`config.mk`:
```
export PLATFORM = sky130hd
export DESIGN_NAME = apb_slave_regfile
export DESIGN_NICKNAME = d
export VERILOG_FILES = /design/src/rtl/apb_slave_regfile_pkg.sv /design/src/rtl/apb_slave_regfile_reg_bank.sv /design/src/rtl/apb_slave_regfile.sv
export SDC_FILE = /design/constraint.sdc
export NUM_CORES = 1
export LEC_CHECK = 0
export CAP_MARGIN = 20
export CORE_MARGIN = 2
export CORE_UTILIZATION = 45
export CTS_CLUSTER_DIAMETER = 60
export DETAILED_ROUTE_END_ITERATION = 12
export MAX_ROUTING_LAYER = met4
export PLACE_DENSITY = 0.68
export SKIP_LAST_GASP = 1
export SLEW_MARGIN = 20
export SYNTH_ARGS = -nofsm -noshare
export SYNTH_HDL_FRONTEND = slang
export SYNTH_SLANG_ARGS = --single-unit
```
`constraint.sdc`:
```
create_clock -name apbClk -period 4.1 [get_ports apbClk]
set_clock_uncertainty 0.15 [all_clocks]
set_input_delay 0.615 -clock apbClk [delete_from_list [all_inputs] [get_ports apbClk]]
set_output_delay 0.615 -clock apbClk [all_outputs]
set_load 0.005 [all_outputs]
```
`src/rtl/apb_slave_regfile_pkg.sv`:
```
// Shared APB definitions: bus widths, completer FSM states and status register constants.
// Pairs with apb_slave_regfile; the optional PSLVERR output is controlled by APB_SLV_PSLVERR_EN.
package definesPkg;

    localparam int APB_ADDR_WIDTH = 32;
    localparam int APB_DATA_WIDTH = 32;

    typedef enum logic [1:0] {
        IDLE   = 2'd0,
        SETUP  = 2'd1,
        ACCESS = 2'd2
    } apb_slv_state_e;

    localparam int          STATUS_IDX     = 0;
    localparam logic [15:0] STATUS_CNT_MAX = 16'hFFFF;

    // Write counter increment that sticks at the maximum instead of wrapping.
    function automatic logic [15:0] sat_inc16(input logic [15:0] value);
        return (value == STATUS_CNT_MAX) ? value : value + 16'd1;
    endfunction

endpackage

```
`src/rtl/apb_slave_regfile_reg_bank.sv`:
```
// Register storage for apb_slave_regfile: NUM_REGS words plus a read-only status word at index 0.
// Status word = {NUM_REGS[15:0], saturating count of committed writes}.
module apb_reg_bank
    import definesPkg::*;
#(
    parameter int NUM_REGS = 16,
    parameter int IDX_W    = $clog2(NUM_REGS)
) (
    input  logic                      i_clk,
    input  logic                      i_rst_n,
    input  logic                      i_wr_en,
    input  logic [IDX_W-1:0]          i_wr_idx,
    input  logic [APB_DATA_WIDTH-1:0] i_wr_data,
    input  logic [IDX_W-1:0]          i_rd_idx,
    output logic [APB_DATA_WIDTH-1:0] o_rd_data
);

    logic [APB_DATA_WIDTH-1:0] r_regs [NUM_REGS];
    logic [15:0]               r_wr_cnt;
    logic                      w_wr_ok;

    // Index 0 has no writable storage; a write there must neither land nor count.
    assign w_wr_ok = i_wr_en && (i_wr_idx != IDX_W'(STATUS_IDX));

    always_ff @(posedge i_clk or negedge i_rst_n) begin
        if (!i_rst_n) begin
            for (int i = 0; i < NUM_REGS; i++) begin
                r_regs[i] <= '0;
            end
            r_wr_cnt <= '0;
        end else if (w_wr_ok) begin
            r_regs[i_wr_idx] <= i_wr_data;
            r_wr_cnt         <= sat_inc16(r_wr_cnt);
        end
    end

    always_comb begin
        if (i_rd_idx == IDX_W'(STATUS_IDX)) begin
            o_rd_data = {16'(NUM_REGS), r_wr_cnt};
        end else begin
            o_rd_data = r_regs[i_rd_idx];
        end
    end

endmodule

```
`src/rtl/apb_slave_regfile.sv`:
```
// APB completer terminating transfers in a local register bank, with WAIT_CYCLES wait states.
// Define APB_SLV_PSLVERR_EN to add PSLVERR for invalid addresses and writes to the status register.
module apb_slave_regfile
    import definesPkg::*;
#(
    parameter int NUM_REGS    = 16,
    parameter int WAIT_CYCLES = 0
) (
    input  logic                      apbClk,
    input  logic                      rst,
    input  logic                      PSEL,
    input  logic                      PENABLE,
    input  logic                      PWRITE,
    input  logic [APB_ADDR_WIDTH-1:0] PADDR,
    input  logic [APB_DATA_WIDTH-1:0] PWDATA,
    output logic [APB_DATA_WIDTH-1:0] PRDATA,
    output logic                      PREADY,
`ifdef APB_SLV_PSLVERR_EN
    output logic                      PSLVERR,
`endif
    output apb_slv_state_e            o_dbg_state
);

    localparam int IDX_W = $clog2(NUM_REGS);

    // Handshake: a transfer is a setup cycle (PSEL & !PENABLE) followed by access cycles
    // (PSEL & PENABLE); it completes in the single cycle PREADY is high, and dropping
    // PSEL or PENABLE while PREADY is low abandons it with no side effects.
    apb_slv_state_e            r_state;
    apb_slv_state_e            w_next_state;
    logic [3:0]                r_wait_cnt;
    logic [3:0]                w_next_wait_cnt;
    logic                      r_pready;
    logic [APB_DATA_WIDTH-1:0] r_prdata;
    logic [APB_ADDR_WIDTH-1:0] r_addr;
    logic                      r_write;
    logic [APB_DATA_WIDTH-1:0] r_wdata;

    logic                      w_capture;
    logic                      w_done;
    logic [APB_ADDR_WIDTH-1:0] w_op_addr;
    logic                      w_op_write;
    logic [APB_DATA_WIDTH-1:0] w_op_wdata;
    logic [IDX_W-1:0]          w_idx;
    logic                      w_valid;
    logic                      w_wr_en;
    logic                      w_rd_commit;
    logic [APB_DATA_WIDTH-1:0] w_bank_rd;
    logic [APB_DATA_WIDTH-1:0] w_rd_value;

    // A new setup phase is accepted when idle or in the completion cycle of the previous transfer.
    assign w_capture = ((r_state == IDLE) || r_pready) && PSEL && !PENABLE;

    // With no wait states the transfer completes off the setup-phase values, before they are latched.
    assign w_op_addr  = w_capture ? PADDR  : r_addr;
    assign w_op_write = w_capture ? PWRITE : r_write;
    assign w_op_wdata = w_capture ? PWDATA : r_wdata;

    assign w_idx   = w_op_addr[IDX_W+1:2];
    assign w_valid = (w_op_addr[1:0] == 2'b00) &&
                     (w_op_addr < APB_ADDR_WIDTH'(NUM_REGS * 4));

    always_comb begin
        w_next_state    = r_state;
        w_next_wait_cnt = r_wait_cnt;
        w_done          = 1'b0;
        case (r_state)
            IDLE: begin
                w_next_state = IDLE;
            end
            SETUP, ACCESS: begin
                if (r_pready) begin
                    w_next_state = IDLE;
                end else if (!(PSEL && PENABLE)) begin
                    w_next_state    = IDLE;
                    w_next_wait_cnt = 4'd0;
                end else begin
                    w_next_state    = ACCESS;
                    w_next_wait_cnt = r_wait_cnt - 4'd1;
                    w_done          = (r_wait_cnt == 4'd1);
                end
            end
            default: begin
                w_next_state    = IDLE;
                w_next_wait_cnt = 4'd0;
            end
        endcase
        if (w_capture) begin
            w_next_state    = SETUP;
            w_next_wait_cnt = 4'(WAIT_CYCLES);
            w_done          = (WAIT_CYCLES == 0);
        end
    end

    always_ff @(posedge apbClk or negedge rst) begin
        if (!rst) begin
            r_state    <= IDLE;
            r_wait_cnt <= 4'd0;
            r_pready   <= 1'b0;
            r_prdata   <= '0;
            r_addr     <= '0;
            r_write    <= 1'b0;
            r_wdata    <= '0;
        end else begin
            r_state    <= w_next_state;
            r_wait_cnt <= w_next_wait_cnt;
            r_pready   <= w_done;
            if (w_capture) begin
                r_addr  <= PADDR;
                r_write <= PWRITE;
                r_wdata <= PWDATA;
            end
            if (w_rd_commit) begin
                r_prdata <= w_rd_value;
            end
        end
    end

    assign w_wr_en    = w_done && w_op_write && w_valid &&
                        (w_idx != IDX_W'(STATUS_IDX));
    assign w_rd_value = w_valid ? w_bank_rd : '0;

`ifdef APB_SLV_PSLVERR_EN
    logic r_pslverr;
    logic w_err;

    // Erroring reads leave PRDATA untouched so they change no state at all.
    assign w_err       = !w_valid || (w_op_write && (w_idx == IDX_W'(STATUS_IDX)));
    assign w_rd_commit = w_done && !w_op_write && w_valid;

    always_ff @(posedge apbClk or negedge rst) begin
        if (!rst) begin
            r_pslverr <= 1'b0;
        end else begin
            r_pslverr <= w_done && w_err;
        end
    end

    assign PSLVERR = r_pslverr;
`else
    assign w_rd_commit = w_done && !w_op_write;
`endif

    apb_reg_bank #(
        .NUM_REGS (NUM_REGS),
        .IDX_W    (IDX_W)
    ) u_reg_bank (
        .i_clk     (apbClk),
        .i_rst_n   (rst),
        .i_wr_en   (w_wr_en),
        .i_wr_idx  (w_idx),
        .i_wr_data (w_op_wdata),
        .i_rd_idx  (w_idx),
        .o_rd_data (w_bank_rd)
    );

    assign PRDATA      = r_prdata;
    assign PREADY      = r_pready;
    assign o_dbg_state = r_state;

endmodule

```
Yosys cells after proc, flatten, opt, wreduce, memory -nomap -nowiden
Cells that the tools add are included.

Register bits after elaboration: 632. Bits of input ports: 69.

Bitwise logic cells: 2. Reductions and logical operators: 20. Magnitude comparators: 3. Add/sub/neg operators: 2. Equality and inequality tests: 6. Mux-type cells: 23.

Operators with widths (number): bitwise mux 512 bit (1); 2-to-1 mux 32 bit (7); binary-select mux 32 bit (select 4 bit) (1); demux 32 bit (select 4 bit) (1); less-than comparator 32 x 7 -> 1 bit (second input constant) (1); adder 16 x 1 -> 16 bit (second input constant) (1); equality test 16 bit (second input constant) (1); 2-to-1 mux 4 bit (3); logical AND 1 bit (10); 2-to-1 mux 2 bit (4); one-hot mux 4 bit (2 select lines) (1); >= comparator 5 bit (second input constant) (1); less-than comparator 5 x 1 -> 1 bit (second input constant) (1); 2-to-1 mux 1 bit (5); NOT 4 -> 5 bit (1); equality test 4 x 1 -> 1 bit (second input constant) (1); zero test 2 bit (2); zero test 4 bit (1); AND reduction 2 bit (2); nonzero test 4 bit (1); subtractor 4 x 1 -> 4 bit (second input constant) (1); inequality test 3 bit (second input constant) (1); equality test 2 x 1 -> 1 bit (second input constant) (1); equality test 2 bit (second input constant) (1); 5 further kinds (6).

Depth between registers and ports, before layout
Gate-level depths: netlist (run 1).

Word-level depth: 11. Gate-level depth with buffers: 14.

Modules after synthesis
From an unflattened synthesis (run 1), not the netlist that was laid out.

Cells, all modules: 1962. Area, all modules: 26937.1 µm².

By module, submodules not included: apb_reg_bank (times used 1, area an instance 22719.3 µm², cells each 1500); apb_slave_regfile (times used 1, area an instance 4217.8 µm², cells each 462).

Worst setup path before layout (run 1)
No wires, ideal clock.

Path kind: input port to flip-flop. Start: input port PSEL. End: register r_prdata[18] (netlist: PRDATA[18]). Stages on the path: 10. Setup time: 121 ps. Data arrival time: 3078 ps. Required time: 3829 ps. Path slack: 751 ps. Buffers on the path: 2. Cells stage by stage: nor2b_1 > and3_1 > nor2_1 > inv_1 > buf_2 > buf_1 > mux2i_1 > o22ai_1 > or4b_2 > a22o_1.

Word-level cells in the longest chain between the ends: 9. Elaborated cells on any way between the ends: 21. Those cells by class: 1 x order compare; 11 x mux; 1 x bitwise; 8 x reduce/logical.

RTL lines: start: declaration (line apb_slave_regfile.sv:11) `input logic PSEL,`; parallel branches: the longest is 9 deep, another holds less-than comparator 32 x 7 -> 1 bit; end signal: assignment (line apb_slave_regfile.sv:114) `r_prdata <= w_rd_value;`; end: declaration (line apb_slave_regfile.sv:34) `logic [APB_DATA_WIDTH-1:0] r_prdata;`.

Several ways; the timed one is not identified. The select of a mux whose other input is x is not followed. A chain may end at the register's enable or synchronous reset.

Final worst setup path (run 1)
Start: register r_state[0] (netlist: o_dbg_state[0]). End: register r_prdata[29] (netlist: PRDATA[29]).

Word-level cells in the longest chain between the ends: 11. Elaborated cells on any way between the ends: 23. Those cells by class: 1 x order compare; 2 x eq/ne; 9 x mux; 1 x bitwise; 10 x reduce/logical.

RTL lines: start: declaration (line apb_slave_regfile.sv:29) `apb_slv_state_e r_state;`; start signal: assignment (line apb_slave_regfile.sv:105) `r_state <= w_next_state;`; parallel branches: the longest is 11 deep, another holds less-than comparator 32 x 7 -> 1 bit.

Several ways; the timed one is not identified. The select of a mux whose other input is x is not followed.

==> results.sh, run 1 <==
export IMPL_outcome="complete, no violations"
export IMPL_cts_buffers_inserted=69
export IMPL_netlist_area_mm2=0.0265
export IMPL_syn2layout_area_growth_pct=18.5
export IMPL_vdd_ir_drop_max_mv=0.266
export IMPL_worstPathRequired_ns=4.45
export IMPL_wl_um=84100
export IMPL_drt_initial_drc_count=2562
export IMPL_antenna_cells=0
export IMPL_wl_met1_um=36100
export IMPL_cp_max_fo=22
export IMPL_slew_viol_final=0
export IMPL_grt_first_pass_wirelength_um=131000
export IMPL_syn_area_per_cell_um2=9.00
export IMPL_wire_per_inst_um=21.8
export IMPL_htreeDepth=3
export IMPL_grt_overflow=0
export IMPL_dr_wl_met2_um=38100
export IMPL_ios=104
export IMPL_cts_sink_count=615
export IMPL_final_layout_size_suffix_gt1_frac=0.0942
export IMPL_end_kind="flop"
export IMPL_via_per_inst=5.94
export IMPL_seq_area_frac_synth=0.581
export IMPL_core_area_mm2=0.0579
export IMPL_slew_headroom=0.387
export IMPL_gp_congestion=0.911
export IMPL_synthDistinctLibCells=51
export IMPL_layout_cells_most_common_list="nand2_1 (950), dfrtp_1 (615), o21ai_0 (518)"
export IMPL_synth_largest_area_cell="dfrtp_1"
export IMPL_drc_errors=0
export IMPL_start_util=0.458
export IMPL_die_area_mm2=0.0608
export IMPL_final_period_utilization=0.983
export IMPL_yosys_most_used_dff="dfrtp_1"
export IMPL_cts_tree="built"
export IMPL_rows=88
export IMPL_grt_max_degree=146
export IMPL_final_min_clock_period_ns=4.03
export IMPL_worstSetupStartpointType="flop"
export IMPL_route_met3_wl_um=7170
export IMPL_worst_pin_slew_ns=0.917
export IMPL_clkTransAtPathRegs_ns=0.05
export IMPL_ys_top_cells_by_area="dfrtp_1 (58%), nand2_1 (13%), o21ai_0 (9.8%)"
export IMPL_io_buffers=103
export IMPL_clockBufferDepth=3
export IMPL_synthArstFlopShare=1.00
export IMPL_hold_class="flop to flop"
export IMPL_finalSetupViolations=0
export IMPL_grt_pass1_vias=22500
export IMPL_cp_data_arrival_time_ns=4.38
export IMPL_synthCells=2945
export IMPL_post_cts_buffers=0
export IMPL_drtPass1Iterations=6
export IMPL_cts_root_buf="clkbuf_16"
export IMPL_stdcell_count=3854
export IMPL_synth_top_area_share=0.581
export IMPL_clk_insertion_delay_late_ns=0.62
export IMPL_synth_seq_cells=615
export IMPL_antenna_found_initial=0
export IMPL_hold_viol_final=0
export IMPL_layout_nets=3112
export IMPL_grt_usage=0.287
export IMPL_top_layer_used="met4"
export IMPL_synth_edf_count=0
export IMPL_vias=22900
export IMPL_p_per_area_mw_per_mm2=459
export IMPL_die_h_um=247
export IMPL_fmax_mhz=248
export IMPL_detail_route_antenna_nets=0
export IMPL_maxCapViolations=0
export IMPL_yosys_warnings=0
export IMPL_rsz0062_at_grt="no"
export IMPL_leakagePower_nw=13.9
export IMPL_dpl_hpwl_um=52400
export IMPL_die_w_um=247
export IMPL_syn_num_nets=3018
export IMPL_worstSetupPathType="flop to flop"
export IMPL_setup_tns_final_ns=0
export IMPL_dp_cells=3732
export IMPL_final_common_cell="nand2_1"
## layer usage
metal / up-vias / track usage
met5: - / -
met4: 0 / 0.112
met3: 183 / 0.0488
met2: 1128 / 0.427
met1: 11400 / 0.395
li1: 10100 / -
## registers in the layout (all words and copies together), names as in the netlist
register,cells
PRDATA,32
r_addr,32
o_dbg_state,2
r_wait_cnt,4
r_wdata,32
r_write,1
u_reg_bank.r_regs,495
u_reg_bank.r_wr_cnt,16
PREADY,1
## final cells by class
| class | count | area [um^2] |
|---|---|---|
| Clock buffer | 106 | 2080 |
| Timing Repair Buffer | 254 | 2450 |
| Fill cell | 5135 | 26500 |
| Sequential cell | 615 | 15400 |
| Multi-Input combinational cell | 2055 | 10100 |
| Clock inverter | 15 | 244 |
| Tap cell | 765 | 957 |
| Inverter | 44 | 170 |
## final timing paths
check                                              end  slack (ns)  cells past startpoint              startpoint
worst max-delay path                        PRDATA[29]        0.07                     10          o_dbg_state[0]
worst min-delay path            u_reg_bank.r_regs[498]        0.23                      0  u_reg_bank.r_regs[498]
worst max register to register              PRDATA[29]        0.07                     10          o_dbg_state[0]
worst min register to register  u_reg_bank.r_regs[498]        0.23                      0  u_reg_bank.r_regs[498]
max in group asynchronous        u_reg_bank.r_regs[99]        2.20                      4                     rst
min in group asynchronous       u_reg_bank.r_regs[316]        0.52                      2                     rst
## report_power, final
group / total (mW) / switching, mW / internal (mW)
combinational: 1.80 / 1.34 / 0.466
clock: 6.37 / 2.55 / 3.82
sequential: 6.25 / 0.0549 / 6.19
total: 14.4 / 3.94 / 10.5
## per-stage QoR
| stage | util | instance area (um^2) | worst slack [ns] | total power [mW] | hold slack (ns) |
|---|---|---|---|---|---|
| after floorplan | - | 26500 | 0.751 | 7.20 | 0.169 |
| after global placement | 0.502 | 29100 | -0.537 | 8.09 | 0.214 |
| after detailed placement | 0.502 | 29100 | -0.268 | 8.12 | 0.216 |
| after CTS | 0.542 | 31400 | 0.117 | 14.5 | 0.230 |
| after global routing | 0.542 | 31400 | 0.0282 | 14.9 | 0.232 |
| final | 0.542 | 31400 | 0.0687 | 14.4 | 0.226 |
## logic make-up after synthesis
kind of cell    share of synthesized area
xor+xnor                          0.00463
buf+inv                            0.0392
simple gates                        0.195
fa+ha+maj                         0.00189
mux                                0.0301
flops                               0.581
compound gates                      0.148
## Yosys cell counts, types with 3 or more instances
cell type  instances
nand2_1          951
nor4b_1            3
xor2_1             5
mux2_2            13
inv_1             44
nand4_1           29
ha_1               4
a32oi_1           10
a2111oi_0         10
a21oi_1           78
xnor2_1            9
buf_2              6
a311o_1           16
nand3_1          168
nor2_1            35
mux2i_1           65
clkbuf_1         213
a22o_1            11
o31ai_1           22
nor3_1             4
and3_1            10
dfrtp_1          615
o21ai_0          519
a31oi_1            5
o22ai_1           30
or4b_1             3
buf_1             12
or4b_2             8
nor4_1            16
a211oi_1           3
## repair_timing
action / 4_1_cts / 5_1_grt
hold buffers: 1 / 0
gates resized for setup: 0 / 0
hold endpoints to repair: 83 / 0
## critical path, cell delays in order, from the launching register on
cell       delay (ns)
dfrtp_1          0.38
inv_1            0.06
ha_1             0.19
or2_1            0.45
and3_1           0.35
nor2_4           0.09
inv_6            0.21
mux2_2           0.38
a2111oi_1        0.85
or4b_1           0.58
a22o_1           0.23
Note: power is estimated with default switching activity, not from simulation.
==> run 2: changes to the inputs <==
TNS_END_PERCENT = 100   (was unset)
==> results of run 2 <==
The final DEF is identical to that of run 1; final timing and power are the same.
==> run 3: changes to the inputs <==
CTS_CLUSTER_DIAMETER = unset   (was 60)
==> run 3 against run 2 <==
Against the previous run:
- design area down 0.43%
- register-to-register slack better by 0.02 ns
- total power down 2.2%
- flip-flop and latch count did not move
==> results.sh, run 3 (synthesis results as in run 1) <==
export IMPL_hold_class="flop to flop"
export IMPL_finalSetupViolations=0
export IMPL_largest_register_ffs=495
export IMPL_slew_viol_final=0
export IMPL_clk_insertion_delay_late_ns=0.62
export IMPL_grt_usage=0.288
export IMPL_largest_register="u_reg_bank.r_regs"
export IMPL_area_sequential_mm2=0.0154
export IMPL_worstPathRequired_ns=4.45
export IMPL_stdcell_count=3854
export IMPL_cts_buffers_inserted=67
export IMPL_cts_hold_buf=1
export IMPL_hold_viol_final=0
export IMPL_cp_slowest_stage_delay_ns=0.84
export IMPL_rows=88
export IMPL_die_w_um=247
export IMPL_detail_route_antenna_nets=0
export IMPL_cp_max_fo=22
export IMPL_multi_input_area_mm2=0.0101
export IMPL_drt_initial_drc_count=2668
export IMPL_critical_path_top_delay_family="simple AND/OR/NAND/NOR gates"
export IMPL_slew_headroom=0.401
export IMPL_grt_max_degree=146
export IMPL_rsz0062_at_grt="no"
export IMPL_end_kind="flop"
export IMPL_final_layout_size_suffix_gt1_frac=0.0932
export IMPL_htreeDepth=3
export IMPL_grt_pass1_vias=22500
export IMPL_outcome="complete, no violations"
export IMPL_cts_tree="built"
export IMPL_vias=22900
export IMPL_final_period_utilization=0.979
export IMPL_ios=104
export IMPL_grt_first_pass_wirelength_um=131000
export IMPL_vdd_ir_drop_max_mv=0.286
export IMPL_drc_errors=0
export IMPL_drtPass1Iterations=6
export IMPL_antenna_cells=0
export IMPL_die_h_um=247
export IMPL_dpl_hpwl_um=52400
export IMPL_clockBufferDepth=3
export IMPL_post_cts_resized=0
export IMPL_cp_data_arrival_time_ns=4.36
export IMPL_gp_congestion=0.911
export IMPL_fmax_mhz=249
export IMPL_post_cts_buffers=0
export IMPL_final_min_clock_period_ns=4.01
export IMPL_n_fill_cell=5149
export IMPL_syn2layout_area_growth_pct=18.0
export IMPL_io_buffers=103
export IMPL_finish_utilization=0.540
export IMPL_cts_sink_count=615
export IMPL_worstPathCellList="inv_1, ha_1, or2_1, and3_1, nor2_4, inv_6, mux2_2, a2111oi_1, or4b_1, a22o_1"
export IMPL_via_per_inst=5.93
export IMPL_final_common_cell="nand2_1"
export IMPL_placed_cell_area_mm2=0.0291
export IMPL_worst_pin_slew_ns=0.896
export IMPL_leakagePower_nw=13.9
export IMPL_dp_cells=3732
export IMPL_layout_cells_most_common_list="nand2_1 (950), dfrtp_1 (615), o21ai_0 (518)"
export IMPL_layout_nets=3110
export IMPL_worstSetupStartpointType="flop"
export IMPL_crit_slowest_cell="a2111oi_1"
export IMPL_final_area_mm2=0.0313
export IMPL_die_area_mm2=0.0608
export IMPL_cts_root_buf="clkbuf_16"
export IMPL_grt_overflow=0
export IMPL_antenna_found_initial=0
export IMPL_start_util=0.458
export IMPL_clkTransAtPathRegs_ns=0.06
export IMPL_core_area_mm2=0.0579
export IMPL_p_per_area_mw_per_mm2=451
export IMPL_wire_per_inst_um=21.8
export IMPL_crit_buf_inv=2
export IMPL_wl_um=84000
export IMPL_worstSetupPathType="flop to flop"
export IMPL_maxCapViolations=0
==> run 3: changes by cell type in the layout (fill, tap and decap cells not counted), moves of 2 or more <==
cell,previous run,this run
clkinv_2,3,5
clkbuf_16,71,68
clkbuf_1,18,21
bufinv_16,5,2
clkbuf_8,17,19
==> run 3: worst paths after layout <==
kind / start / end / slack (ns) / cells after the start
setup / recovery: o_dbg_state[0] / PRDATA[29] / 0.09 / 10
hold / removal: u_reg_bank.r_regs[504] / u_reg_bank.r_regs[504] / 0.23 / 0
setup reg to reg: o_dbg_state[0] / PRDATA[29] / 0.09 / 10
hold reg to reg: u_reg_bank.r_regs[504] / u_reg_bank.r_regs[504] / 0.23 / 0
max in group asynchronous: rst / u_reg_bank.r_regs[99] / 2.20 / 4
min in group asynchronous: rst / u_reg_bank.r_regs[316] / 0.53 / 2
==> run 3: per-layer routing <==
metal	GRT usage	wire length, um
met5	-	0
met4	0.109	2570
met3	0.0493	7470
met2	0.431	38400
met1	0.393	35600
==> run 3: area by class of cell <==
class,count,area share
flip-flops and latches,615,0.492
multi-input cells,2055,0.323
repair buffers,254,0.0783
clock buffers,108,0.0653
well taps,765,0.0306
inverters,44,0.00544
clock inverters,13,0.00464
==> run 3: power by group <==
group          leakage (nW)  internal [mW]  total, mW  switching, mW
clock                  1.08           3.54       6.04           2.50
sequential             8.47           6.19       6.25         0.0554
combinational          4.31          0.466       1.80           1.34
==> run 3: worst reg2reg max path: cells and delay by family (launching register included) <==
kind	cells	cell delay (ns)
and+or+nand+nor	4	1.46
AOI/OAI and AO/OA	2	1.07
buffers and inverters	2	0.27
muxes	1	0.38
DFF	1	0.38
adders and majority gates	1	0.18
==> run 3: per-stage QoR <==
step / TNS [ns] / hold slack, ns / setup WS, ns / power (mW)
after global placement: -0.537 / 0.214 / -0.537 / 8.09
after global routing: 0 / 0.234 / 0.0250 / 14.6
after floorplan: 0 / 0.169 / 0.751 / 7.20
after detailed placement: -0.286 / 0.216 / -0.268 / 8.12
final: 0 / 0.226 / 0.0863 / 14.1
after CTS: 0 / 0.230 / 0.0987 / 14.1
